File: src/rtl/vga_timing_gen.sv
// Parametrised raster timing generator: X/Y counters, line/frame strobes, and
// sync/colour outputs delayed to match a renderer with PIPE_DELAY cycles of latency.
module vga_timing_gen #(
    parameter int H_VISIBLE  = 800,
    parameter int H_FRONT    = 40,
    parameter int H_SYNC     = 128,
    parameter int H_BACK     = 88,
    parameter int V_VISIBLE  = 600,
    parameter int V_FRONT    = 1,
    parameter int V_SYNC     = 4,
    parameter int V_BACK     = 23,
    parameter bit HS_POL     = 1'b1,
    parameter bit VS_POL     = 1'b1,
    parameter int H_BITS     = 11,
    parameter int V_BITS     = 10,
    parameter int COLOR_BITS = 8,
    parameter int PIPE_DELAY = 0
) (
    input  logic                  CLK_40M,
    input  logic                  RESET_N,
    input  logic [COLOR_BITS-1:0] COLOR_IN,
    output logic [H_BITS-1:0]     X,
    output logic [V_BITS-1:0]     Y,
    output logic                  ACTIVE,
    output logic                  LINE_START,
    output logic                  FRAME_START,
    output logic                  HSYNC,
    output logic                  VSYNC,
    output logic [COLOR_BITS-1:0] COLOR
);

    localparam int H_TOTAL  = H_VISIBLE + H_FRONT + H_SYNC + H_BACK;
    localparam int V_TOTAL  = V_VISIBLE + V_FRONT + V_SYNC + V_BACK;
    localparam int HS_START = H_VISIBLE + H_FRONT;
    localparam int HS_END   = H_VISIBLE + H_FRONT + H_SYNC;
    localparam int VS_START = V_VISIBLE + V_FRONT;
    localparam int VS_END   = V_VISIBLE + V_FRONT + V_SYNC;
    localparam logic [H_BITS-1:0] H_LAST = H_BITS'(H_TOTAL - 1);
    localparam logic [V_BITS-1:0] V_LAST = V_BITS'(V_TOTAL - 1);

    if (H_TOTAL > (1 << H_BITS)) begin : g_h_bits_check
        $error("H_BITS too narrow for H_TOTAL-1");
    end
    if (V_TOTAL > (1 << V_BITS)) begin : g_v_bits_check
        $error("V_BITS too narrow for V_TOTAL-1");
    end
    if (PIPE_DELAY < 0 || PIPE_DELAY > 15) begin : g_delay_check
        $error("PIPE_DELAY must be in 0..15");
    end

    logic [H_BITS-1:0]     x_reg, x_next;
    logic [V_BITS-1:0]     y_reg, y_next;
    logic                  run_reg;
    logic                  active_reg, line_start_reg, frame_start_reg;
    logic                  hsync_reg, vsync_reg;
    logic [COLOR_BITS-1:0] color_reg;
    logic                  hs_raw, vs_raw;
    logic [2:0]            raw_bits;   // {active, vs, hs}
    logic [2:0]            tap_bits;

    // The first running edge presents (0,0); later edges advance the raster.
    always_comb begin
        x_next = '0;
        y_next = '0;
        if (run_reg) begin
            if (x_reg == H_LAST) begin
                x_next = '0;
                y_next = (y_reg == V_LAST) ? '0 : y_reg + V_BITS'(1);
            end else begin
                x_next = x_reg + H_BITS'(1);
                y_next = y_reg;
            end
        end
    end

    always_ff @(posedge CLK_40M) begin
        if (!RESET_N) begin
            x_reg           <= '0;
            y_reg           <= '0;
            run_reg         <= 1'b0;
            active_reg      <= 1'b0;
            line_start_reg  <= 1'b0;
            frame_start_reg <= 1'b0;
        end else begin
            x_reg           <= x_next;
            y_reg           <= y_next;
            run_reg         <= 1'b1;
            active_reg      <= (32'(x_next) < H_VISIBLE) && (32'(y_next) < V_VISIBLE);
            line_start_reg  <= (x_next == '0);
            frame_start_reg <= (x_next == '0) && (y_next == '0);
        end
    end

    always_comb begin
        hs_raw   = (32'(x_reg) >= HS_START) && (32'(x_reg) < HS_END);
        vs_raw   = (32'(y_reg) >= VS_START) && (32'(y_reg) < VS_END);
        raw_bits = {active_reg, vs_raw, hs_raw};
    end

    if (PIPE_DELAY == 0) begin : g_no_pipe
        assign tap_bits = raw_bits;
    end else begin : g_pipe
        logic [2:0] stage_reg [PIPE_DELAY];

        // Stages hold polarity-free bits, so all-zero is the idle state.
        always_ff @(posedge CLK_40M) begin
            if (!RESET_N) begin
                for (int i = 0; i < PIPE_DELAY; i++) begin
                    stage_reg[i] <= '0;
                end
            end else begin
                stage_reg[0] <= raw_bits;
                for (int i = 1; i < PIPE_DELAY; i++) begin
                    stage_reg[i] <= stage_reg[i-1];
                end
            end
        end

        assign tap_bits = stage_reg[PIPE_DELAY-1];
    end

    always_ff @(posedge CLK_40M) begin
        if (!RESET_N) begin
            hsync_reg <= ~HS_POL;
            vsync_reg <= ~VS_POL;
            color_reg <= '0;
        end else begin
            hsync_reg <= tap_bits[0] ? HS_POL : ~HS_POL;
            vsync_reg <= tap_bits[1] ? VS_POL : ~VS_POL;
            color_reg <= tap_bits[2] ? COLOR_IN : '0;
        end
    end

    assign X           = x_reg;
    assign Y           = y_reg;
    assign ACTIVE      = active_reg;
    assign LINE_START  = line_start_reg;
    assign FRAME_START = frame_start_reg;
    assign HSYNC       = hsync_reg;
    assign VSYNC       = vsync_reg;
    assign COLOR       = color_reg;

endmodule
File: config.mk
export PLATFORM = sky130hd
export DESIGN_NAME = vga_timing_gen
export DESIGN_NICKNAME = d
export VERILOG_FILES = /design/src/rtl/vga_timing_gen.sv
export SDC_FILE = /design/constraint.sdc
export NUM_CORES = 1
export LEC_CHECK = 0
export BUFFER_PORTS_ARGS = -buffer_cell sky130_fd_sc_hd__buf_2
export CORE_ASPECT_RATIO = 1.5
export CORE_MARGIN = 4
export CORE_UTILIZATION = 50
export CTS_BUF_LIST = sky130_fd_sc_hd__clkbuf_2
export DETAILED_ROUTE_END_ITERATION = 10
export GPL_TIMING_DRIVEN = 0
export MAX_ROUTING_LAYER = met4
export PLACE_DENSITY = 0.89
export SLEW_MARGIN = 20
export SYNTH_ARGS = -nofsm -noshare
export SYNTH_HDL_FRONTEND = slang
export SYNTH_SLANG_ARGS = --single-unit
File: constraint.sdc
create_clock -name CLK_40M -period 2 [get_ports CLK_40M]
set_input_delay 0.4 -clock CLK_40M [delete_from_list [all_inputs] [get_ports CLK_40M]]
set_output_delay 0.4 -clock CLK_40M [all_outputs]
set_load 0.01 [all_outputs]
==> impl_metrics.json, run 1 <==
{
  "grt_pass1_wl_mm": 7.97,
  "syn_area_sq_mm": 0.00191,
  "multiInputGateArea_sq_mm": 0.00116,
  "cp_max_fo": 7,
  "num_vias": 1876,
  "cts_htree_levels": 2,
  "largest_register_ffs": 11,
  "postCtsHoldBufs": 0,
  "slew_viol_final": 0,
  "antenna_cells": 0,
  "antenna_left": 0,
  "drive_above_1_share_pct": 40.8,
  "worstPathRequired_ns": 2.30,
  "antenna_found_initial": 0,
  "fmaxAchievable_mhz": 467,
  "cts_tree": "built",
  "synth_cells": 218,
  "grt_pass1_vias": 1818,
  "grt_usage_pct": 21.0,
  "syn_nets": 233,
  "max_stage_delay_ns": 0.42,
  "synthMuxAreaShare_pct": 1.70,
  "final_common_cell": "buf_2",
  "syn2layout_area_growth_pct": 31.9,
  "wl_met1_mm": 1.79,
  "fin_crit_sh_pct": 107,
  "power-per-cell-area_mw_per_mm2": 540,
  "synth_edf_count": 0,
  "critPathKind": "reg -> reg",
  "dr.first_iter.drc_count": 61,
  "clk_pin_slew_ns": 0.20,
  "dieHeight_microns": 83.7,
  "worst_pin_slew_ns": 0.447,
  "cts.sinks": 35,
  "start_kind": "flip-flop",
  "placed_cells": 304,
  "final_cells": 325,
  "period_minus_slack_ns": 2.14,
  "power.net_switching_w": 0.000294,
  "register_area_sq_um": 737,
  "clk_latency_ns": 0.38,
  "wl_met2_mm": 2.66,
  "ctsLongestPathBuffers": 2,
  "yosysWarningCount": 0,
  "synthAdderAreaFrac_pct": 3.28,
  "cpLargestDelayFamily": "compound AO/OA/AOI/OAI gates",
  "crit_chain": "or3b_4 > nor3_4 > buf_6 > buf_12 > a41oi_1 > o21bai_1 > a22oi_2 > o311a_1",
  "hp-class": "in -> reg",
  "top_layer": "met4",
  "routedWlPerCell_microns": 15.1,
  "skew_ns": 0.0136,
  "synth_area_per_cell_sq_um": 8.76,
  "max_cap_violations": 0,
  "ir_drop_uv": 443,
  "drc": 0,
  "cts_buffers": 5,
  "slowest_stage": "dfxtp_4",
  "cp.arrival_ns": 2.44,
  "synth_compound_area_share_pct": 11.2,
  "status": "complete, but fails checks",
  "p_int_w": 0.00107,
  "leakage_nw": 1.11,
  "met3_wirelength_microns": 300,
  "power_w": 0.00136,
  "synth_ff_type": "dfxtp_1",
  "slew_headroom_pct": 70.0,
  "worst-path-buf-inv": 2,
  "p_comb_share_pct": 4.6,
  "reg2reg_slack_ns": -0.14,
  "nets": 296,
  "synthDistinctLibCells": 52,
  "num_rows": 27,
  "grt_max_degree": 13,
  "synthSimpleGateAreaFrac_pct": 30.6,
  "vias_per_cell": 5.77,
  "pwr-share-clk_pct": 43.3,
  "finalHoldViolCount": 0,
  "io_buffers": 43,
  "final.setup.worst_slack_ns": -0.140,
  "synth_top_family_by_area": "simple AND/OR/NAND/NOR gates",
  "place_area_sq_mm": 0.00219,
  "async_reset_ff_share_pct": 0,
  "pre_cts_ws_ns": -0.195,
  "swShare_pct": 21.6,
  "rsz0062_at_grt": "true",
  "synth_xor_area_share_pct": 8.72,
  "timing.rr.start": "X[10]",
  "hold_start": "RESET_N",
  "cts_root_buffer": "clkbuf_2",
  "core-area_sq_mm": 0.00368,
  "grt_overflow": 0,
  "synth_seq_cells": 35,
  "yosysSeqAreaShare_pct": 36.7,
  "final_area_sq_mm": 0.00252,
  "initial_core_util_pct": 51.9,
  "startpoint": "X[10]",
  "end_kind": "flip-flop",
  "violations": "negative setup slack",
  "finalSetupViolCount": 1,
  "dr.pass1.iters": 5,
  "routed_wl_mm": 4.91,
  "dieWidth_microns": 58.5,
  "final_cell_mix": "buf_2, nor2_1, dfxtp_1, buf_4",
  "die-area_sq_mm": 0.00489,
  "num-fill-cells": 294,
  "gp_congestion": 0.907,
  "dpl.hpwl_mm": 3.27,
  "seqPwrFrac_pct": 52.1,
  "pin_count": 44
}
==> worst register-to-register path, stage by stage (launching register included) <==
cell,delay (ns)
dfxtp_4,0.42
or3b_4,0.41
nor3_4,0.22
buf_6,0.14
buf_12,0.10
a41oi_1,0.14
o21bai_1,0.22
a22oi_2,0.12
o311a_1,0.29
==> power by group through the flow <==
stage          combinational [W]  sequential [W]  clock (W)
6_report               0.0000630        0.000708   0.000588
5_1_grt                0.0000696        0.000711   0.000634
4_1_cts                0.0000616        0.000713   0.000594
3_5_place_dp           0.0000585        0.000732          0
3_3_place_gp           0.0000571        0.000732          0
2_1_floorplan          0.0000231        0.000738          0
==> area by class of cell <==
cell class / instances / share of cell area [%]
multi-input cells: 160 / 45.9
flip-flops and latches: 35 / 29.3
repair buffers: 61 / 14.4
plain buffers: 12 / 3.73
clock inverters: 3 / 2.68
well taps: 43 / 2.14
clock buffers: 5 / 0.994
inverters: 6 / 0.894
==> repair_timing <==
| item | in CTS | in global routing |
|---|---|---|
| setup endpoints to repair | 11 | 11 |
| pin swaps | 7 | 8 |
| setup buffers | 13 | 5 |
| gates resized for setup | 20 | 22 |
==> per-stage QoR <==
step	TNS [ns]	utilization (%)	hold WS (ns)
detailed placement	-0.323	59.5	0.453
global route	-0.389	68.4	0.151
CTS	-0.0298	65.1	0.179
floorplan	0	-	0.428
global placement	-0.281	59.5	0.444
finish	-0.140	68.4	0.203
==> per-layer routing <==
layer	vias to the layer above	GRT usage (%)
met5	-	-
met4	0	10.3
met3	18	4.80
met2	75	36.5
met1	882	21.3
li1	901	-
==> kinds of logic (layout without fill, tap and decap cells) <==
| family | after synthesis | after routing |
|---|---|---|
| mux | 3 | 3 |
| flops | 35 | 35 |
| simple gates | 107 | 107 |
| xor+xnor | 19 | 19 |
| compound gates | 26 | 26 |
| fa+ha+maj | 5 | 5 |
| buf+inv | 23 | 87 |
==> synth_stat cells, types with 4 or more instances <==
library cell	count	area share [%]
nor2_1	29	5.7
and3_1	11	3.6
and2_1	5	1.6
buf_6	5	2.9
xor2_1	10	4.6
nand2_1	13	2.6
inv_1	6	1.2
dfxtp_1	35	37
xnor2_1	9	4.1
nand4_1	8	2.6
nor3_1	7	1.8
buf_4	4	1.6
nand3_1	14	3.7
ha_1	5	3.3
==> worst paths after layout <==
check             endpoint  depth (start not counted)
setup reg to reg    ACTIVE                          8
hold / removal     run_reg                          1
setup / recovery    ACTIVE                          8
hold reg to reg       X[0]                          1
No activity file was read; power rests on OpenSTA's default activity.
==> run 2: changes to the inputs <==
- ABC_AREA: unset -> 1
- CTS_BUF_LIST: sky130_fd_sc_hd__clkbuf_2 -> sky130_fd_sc_hd__clkbuf_4
==> run 2 against run 1 <==
Setup slack better by 0.37 ns. Non-clock buffer count shrank 26. Cell area down 8.9%. Register-to-register slack improved by 0.37 ns. Area after synthesis rose by 1.1%. Clock skew fell by 0.0062 ns. The flow now finishes without violations.
==> impl_metrics.json, run 2 <==
{
  "grt_usage_pct": 21.0,
  "async_reset_ff_share_pct": 0,
  "pin_count": 44,
  "core-area_sq_mm": 0.00368,
  "cts_root_buffer": "clkbuf_4",
  "fin_util_pct": 62.3,
  "vias_per_cell": 5.16,
  "clk_latency_ns": 0.33,
  "final_cell_mix": "nand2_1, inv_1, nor2_1, buf_2, dfxtp_1",
  "syn_nets": 305,
  "synth_edf_count": 0,
  "routedWlPerCell_microns": 12.5,
  "yosysSeqAreaShare_pct": 36.3,
  "finalHoldViolCount": 0,
  "syn2layout_area_growth_pct": 18.8,
  "postCtsHoldBufs": 0,
  "cts_resized": 0,
  "hold_slack_ns": 0.253,
  "cts_htree_levels": 2,
  "ctsLongestPathBuffers": 2,
  "rsz0062_at_grt": "false",
  "hp-class": "in -> reg",
  "num_rows": 27,
  "ir_drop_uv": 476,
  "dieHeight_microns": 84.1,
  "slew_headroom_pct": 69.3,
  "cp_max_fo": 5,
  "power-per-cell-area_mw_per_mm2": 567,
  "fin_tns_setup_ns": 0,
  "max_cap_violations": 0,
  "cts_buffers": 5,
  "fmaxAchievable_mhz": 565,
  "end_kind": "flip-flop",
  "cts.sinks": 35,
  "nets": 355,
  "synth_area_per_cell_sq_um": 6.66,
  "final_common_cell": "nand2_1",
  "yosys-top-cells-area": "dfxtp_1, nand2_1, nor2_1, inv_1, nand3_1",
  "num_vias": 1980,
  "slew_viol_final": 0,
  "yosysTopAreaCellShare_pct": 36.3,
  "drive_above_1_share_pct": 23.5,
  "skew_ns": 0.00733,
  "dr.pass1.iters": 5,
  "gp_congestion": 0.961,
  "largest_register_ffs": 11,
  "cts_tree": "built",
  "antenna_found_initial": 0,
  "dr.first_iter.drc_count": 98,
  "antenna_cells": 0,
  "yosysTopAreaCell": "dfxtp_1",
  "synthTopCellsByCount": "nand2_1, nor2_1, inv_1",
  "drc": 0,
  "leakage_nw": 1.22,
  "routed_wl_mm": 4.80,
  "grt_max_degree": 13,
  "synth_seq_cells": 35,
  "num-fill-cells": 330,
  "grt_pass1_vias": 1929,
  "synth_ff_type": "dfxtp_1",
  "yosysWarningCount": 0,
  "initial_core_util_pct": 52.4,
  "syn_area_sq_mm": 0.00193,
  "dieWidth_microns": 58.7,
  "status": "finished clean",
  "synth_most_common_cell": "nand2_1",
  "grt_overflow": 0,
  "dpl.hpwl_mm": 3.72,
  "synth_cells": 290,
  "synthDistinctLibCells": 27,
  "finalSetupViolCount": 0,
  "io_buffers": 43,
  "start_kind": "flip-flop",
  "die-area_sq_mm": 0.00494,
  "fin_crit_sh_pct": 88.4,
  "cp.arrival_ns": 2.01,
  "antenna_left": 0,
  "worstPathRequired_ns": 2.25,
  "critPathKind": "reg -> reg",
  "cts_setup_buffers": 0,
  "worst_pin_slew_ns": 0.461,
  "period_minus_slack_ns": 1.77,
  "clk_pin_slew_ns": 0.11,
  "grt_pass1_wl_mm": 8.03
}
-- run 2: cell types whose count changed after synthesis, moves of 5 or more --
cell     change
xnor2_1      -9
and2_1       -5
nand3_1     +12
nand2_1     +53
nor2_2       +5
and3_1      -11
o21ai_0      +5
xor2_1       -6
inv_1       +42
nor2_1      +20
-- run 2: final timing paths --
path	from	endpoint	slack, ns	depth (start not counted)
worst max-delay path	X[0]	FRAME_START	0.23	12
worst min-delay path	RESET_N	run_reg	0.25	1
worst max register to register	X[0]	FRAME_START	0.23	12
worst min register to register	X[0]	X[0]	0.47	1
-- run 2: final cells by class --
cell class,instances,area (sq um),area share (%)
multi-input cells,198,991,43.2
flip-flops and latches,35,708,30.9
repair buffers,43,215,9.38
clock buffers,5,37.5,1.64
clock inverters,3,43.8,1.91
inverters,53,211,9.22
well taps,43,53.8,2.35
plain buffers,4,32.5,1.42
-- run 2: stage by stage --
stage | cell area, sq um | std cells | total power (W) | setup WS (ns)
2_1_floorplan | 1930 | 290 | 0.000774 | 0.340
3_3_place_gp | 2200 | 376 | 0.000805 | 0.101
3_5_place_dp | 2200 | 376 | 0.000807 | 0.0640
4_1_cts | 2280 | 384 | 0.00131 | 0.0353
5_1_grt | 2290 | 384 | 0.00135 | 0.0179
6_report | 2290 | 384 | 0.00130 | 0.232
-- run 2: kinds of logic (layout without fill, tap and decap cells) --
family	count (synthesis)	after routing	share of synthesized area, %
simple gates	175	175	42.2
fa+ha+maj	5	5	3.24
xor+xnor	4	4	1.81
buf+inv	57	108	12.6
flops	35	35	36.3
compound gates	14	14	3.82
-- run 2: metal layers --
metal	vias to the layer above	global-route usage (%)	wire (microns)
met3	22	4.49	273
met5	-	-	0
met4	0	10.5	196
met1	872	21.2	1780
li1	1004	-	-
met2	82	36.6	2550
-- run 2: worst max-delay path, stage by stage, from the launching register on --
cell and delay [ns]:
dfxtp_2 0.38, ha_1 0.21, nand3_2 0.14, nor2_2 0.23, nand2_1 0.10, o21ai_1 0.12, inv_1 0.06, nor2_1 0.14
nor2_1 0.07, nand2_2 0.09, nor2_4 0.04, nand2_1 0.07, nor2_2 0.03
-- run 2: power by group --
part | switching [W] | internal (W)
clock | 0.000248 | 0.000263
sequential | 0.00000628 | 0.000709
combinational | 0.0000458 | 0.0000279
==> run 3: changes to the inputs <==
- PLACE_DENSITY: 0.89 -> unset
- PLACE_DENSITY_LB_ADDON: unset -> 0.05
==> run 3 against run 2 <==
Combinational power rose by 1%. Critical path type unchanged. Flip-flop and latch count did not move. Final cell count did not move. Utilization rose by 0.54 points. Fmax fell by 2.7%. Cell area rose by 0.87%. Die area did not move.
==> impl_metrics.json, run 3 (synthesis gave the netlist of run 2 again) <==
{
  "status": "finished clean",
  "slowest_stage": "dfxtp_2",
  "fin_crit_sh_pct": 90.9,
  "max_cap_violations": 0,
  "final.setup.worst_slack_ns": 0.182,
  "seqPwrFrac_pct": 50.0,
  "initial_core_util_pct": 52.4,
  "ir_drop_uv": 584,
  "end_kind": "flip-flop",
  "cts_buffers": 5,
  "grt_max_degree": 12,
  "routed_wl_mm": 4.97,
  "pwr-share-clk_pct": 44.8,
  "finalHoldViolCount": 0,
  "io_buffers": 43,
  "die-area_sq_mm": 0.00494,
  "final_common_cell": "nand2_1",
  "dr.pass1.iters": 4,
  "cpLargestDelayFamily": "simple AND/OR/NAND/NOR gates",
  "final_cells": 384,
  "power.net_switching_w": 0.000292,
  "cts.sinks": 35,
  "core-area_sq_mm": 0.00368,
  "largest_register_ffs": 11,
  "clk_latency_ns": 0.34,
  "place_area_sq_mm": 0.00220,
  "num-fill-cells": 394,
  "power-per-cell-area_mw_per_mm2": 620,
  "multiInputGateArea_sq_um": 991,
  "worst_pin_slew_ns": 0.508,
  "dpl.hpwl_mm": 3.84,
  "ctsLongestPathBuffers": 2,
  "antenna_cells": 0,
  "dieHeight_microns": 84.1,
  "slew_headroom_pct": 66.1,
  "cpMostUsedCell": "nand3_1",
  "cp.depth": 11,
  "pin_count": 44,
  "cts_root_buffer": "clkbuf_4",
  "fin_tns_setup_ns": 0,
  "skew_ns": 0.0113,
  "p_comb_share_pct": 5.2,
  "start_kind": "flip-flop",
  "max_stage_delay_ns": 0.47,
  "gp_congestion": 0.884,
  "worstHoldPathCells": 1,
  "crit_chain": "ha_2 > inv_1 > nor3_1 > nand3b_1 > nand3_1 > nand2_1 > nand3_1 > nand3_1 > nor2_1 > nand2_1 > nor2_2",
  "final_cell_mix": "nand2_1, inv_1, nor2_1, buf_2, dfxtp_1",
  "rsz0062_at_grt": "false",
  "grt_usage_pct": 22.8,
  "pre_cts_ws_ns": 0.0371,
  "placed_cells": 376,
  "register_area_sq_um": 704,
  "cts_tree": "built",
  "dieWidth_microns": 58.7,
  "syn2layout_area_growth_pct": 19.8,
  "grt_pass1_vias": 1951,
  "cp_max_fo": 10,
  "power_w": 0.00143,
  "routedWlPerCell_microns": 12.9,
  "antenna_left": 0,
  "worst-path-buf-inv": 1,
  "cp.arrival_ns": 2.11,
  "postCtsHoldBufs": 0,
  "leakage_nw": 1.23,
  "grt_overflow": 0,
  "vias_per_cell": 5.17,
  "period_minus_slack_ns": 1.82,
  "drc": 0,
  "clk_pin_slew_ns": 0.11,
  "p_int_w": 0.00114,
  "final_area_sq_mm": 0.00231,
  "fmaxAchievable_mhz": 550,
  "hp-class": "in -> reg",
  "drive_above_1_share_pct": 23.2,
  "slew_viol_final": 0,
  "num_rows": 27,
  "r2r_cells": 11,
  "dr.first_iter.drc_count": 86,
  "worstPathRequired_ns": 2.29,
  "num_vias": 1987,
  "grt_pass1_wl_mm": 8.48,
  "antenna_found_initial": 0,
  "critPathKind": "reg -> reg",
  "swShare_pct": 20.3,
  "nets": 355,
  "cts_htree_levels": 2,
  "finalSetupViolCount": 0
}
-- run 3: stage by stage --
stage	util (%)	hold slack, ns
floorplan	-	0.428
global placement	59.7	0.484
detailed placement	59.7	0.487
CTS	62.6	0.217
global route	62.8	0.216
finish	62.8	0.232
-- run 3: power by group through the flow --
stage | registers [W] | clock network (W) | logic (W)
after floorplan | 0.000739 | 0 | 0.0000350
after global placement | 0.000732 | 0 | 0.0000751
after detailed placement | 0.000732 | 0 | 0.0000754
after CTS | 0.000716 | 0.000664 | 0.0000759
after global routing | 0.000719 | 0.000688 | 0.0000838
final | 0.000717 | 0.000642 | 0.0000746
-- run 3: what timing repair did --
item / in CTS / in global routing
setup buffers: 0 / 0
endpoints found under the setup margin: 0 / 2
gates resized for setup: 0 / 5
-- run 3: cell type report --
type                            instances  share of cell area (%)
Clock inverter                          2                    2.60
Timing Repair Buffer                   43                    9.30
Sequential cell                        35                    30.4
Tap cell                               43                    2.33
Inverter                               53                    9.14
Clock buffer                            6                    1.95
Multi-Input combinational cell        198                    42.8
Buffer                                  4                    1.41
-- run 3: final timing paths --
kind	from	slack, ns	endpoint
worst min register to register	X[0]	0.47	X[0]
worst max register to register	Y[0]	0.18	FRAME_START
worst max-delay path	Y[0]	0.18	FRAME_START
worst min-delay path	RESET_N	0.23	run_reg
-- run 3: routing by layer --
metal | track usage (%) | share of wire (%) | vias up
li1 | - | - | 1003
met4 | 11.8 | 3.9 | 0
met1 | 22.6 | 37 | 919
met3 | 4.18 | 3.8 | 17
met2 | 40.4 | 55 | 48
met5 | - | 0 | -
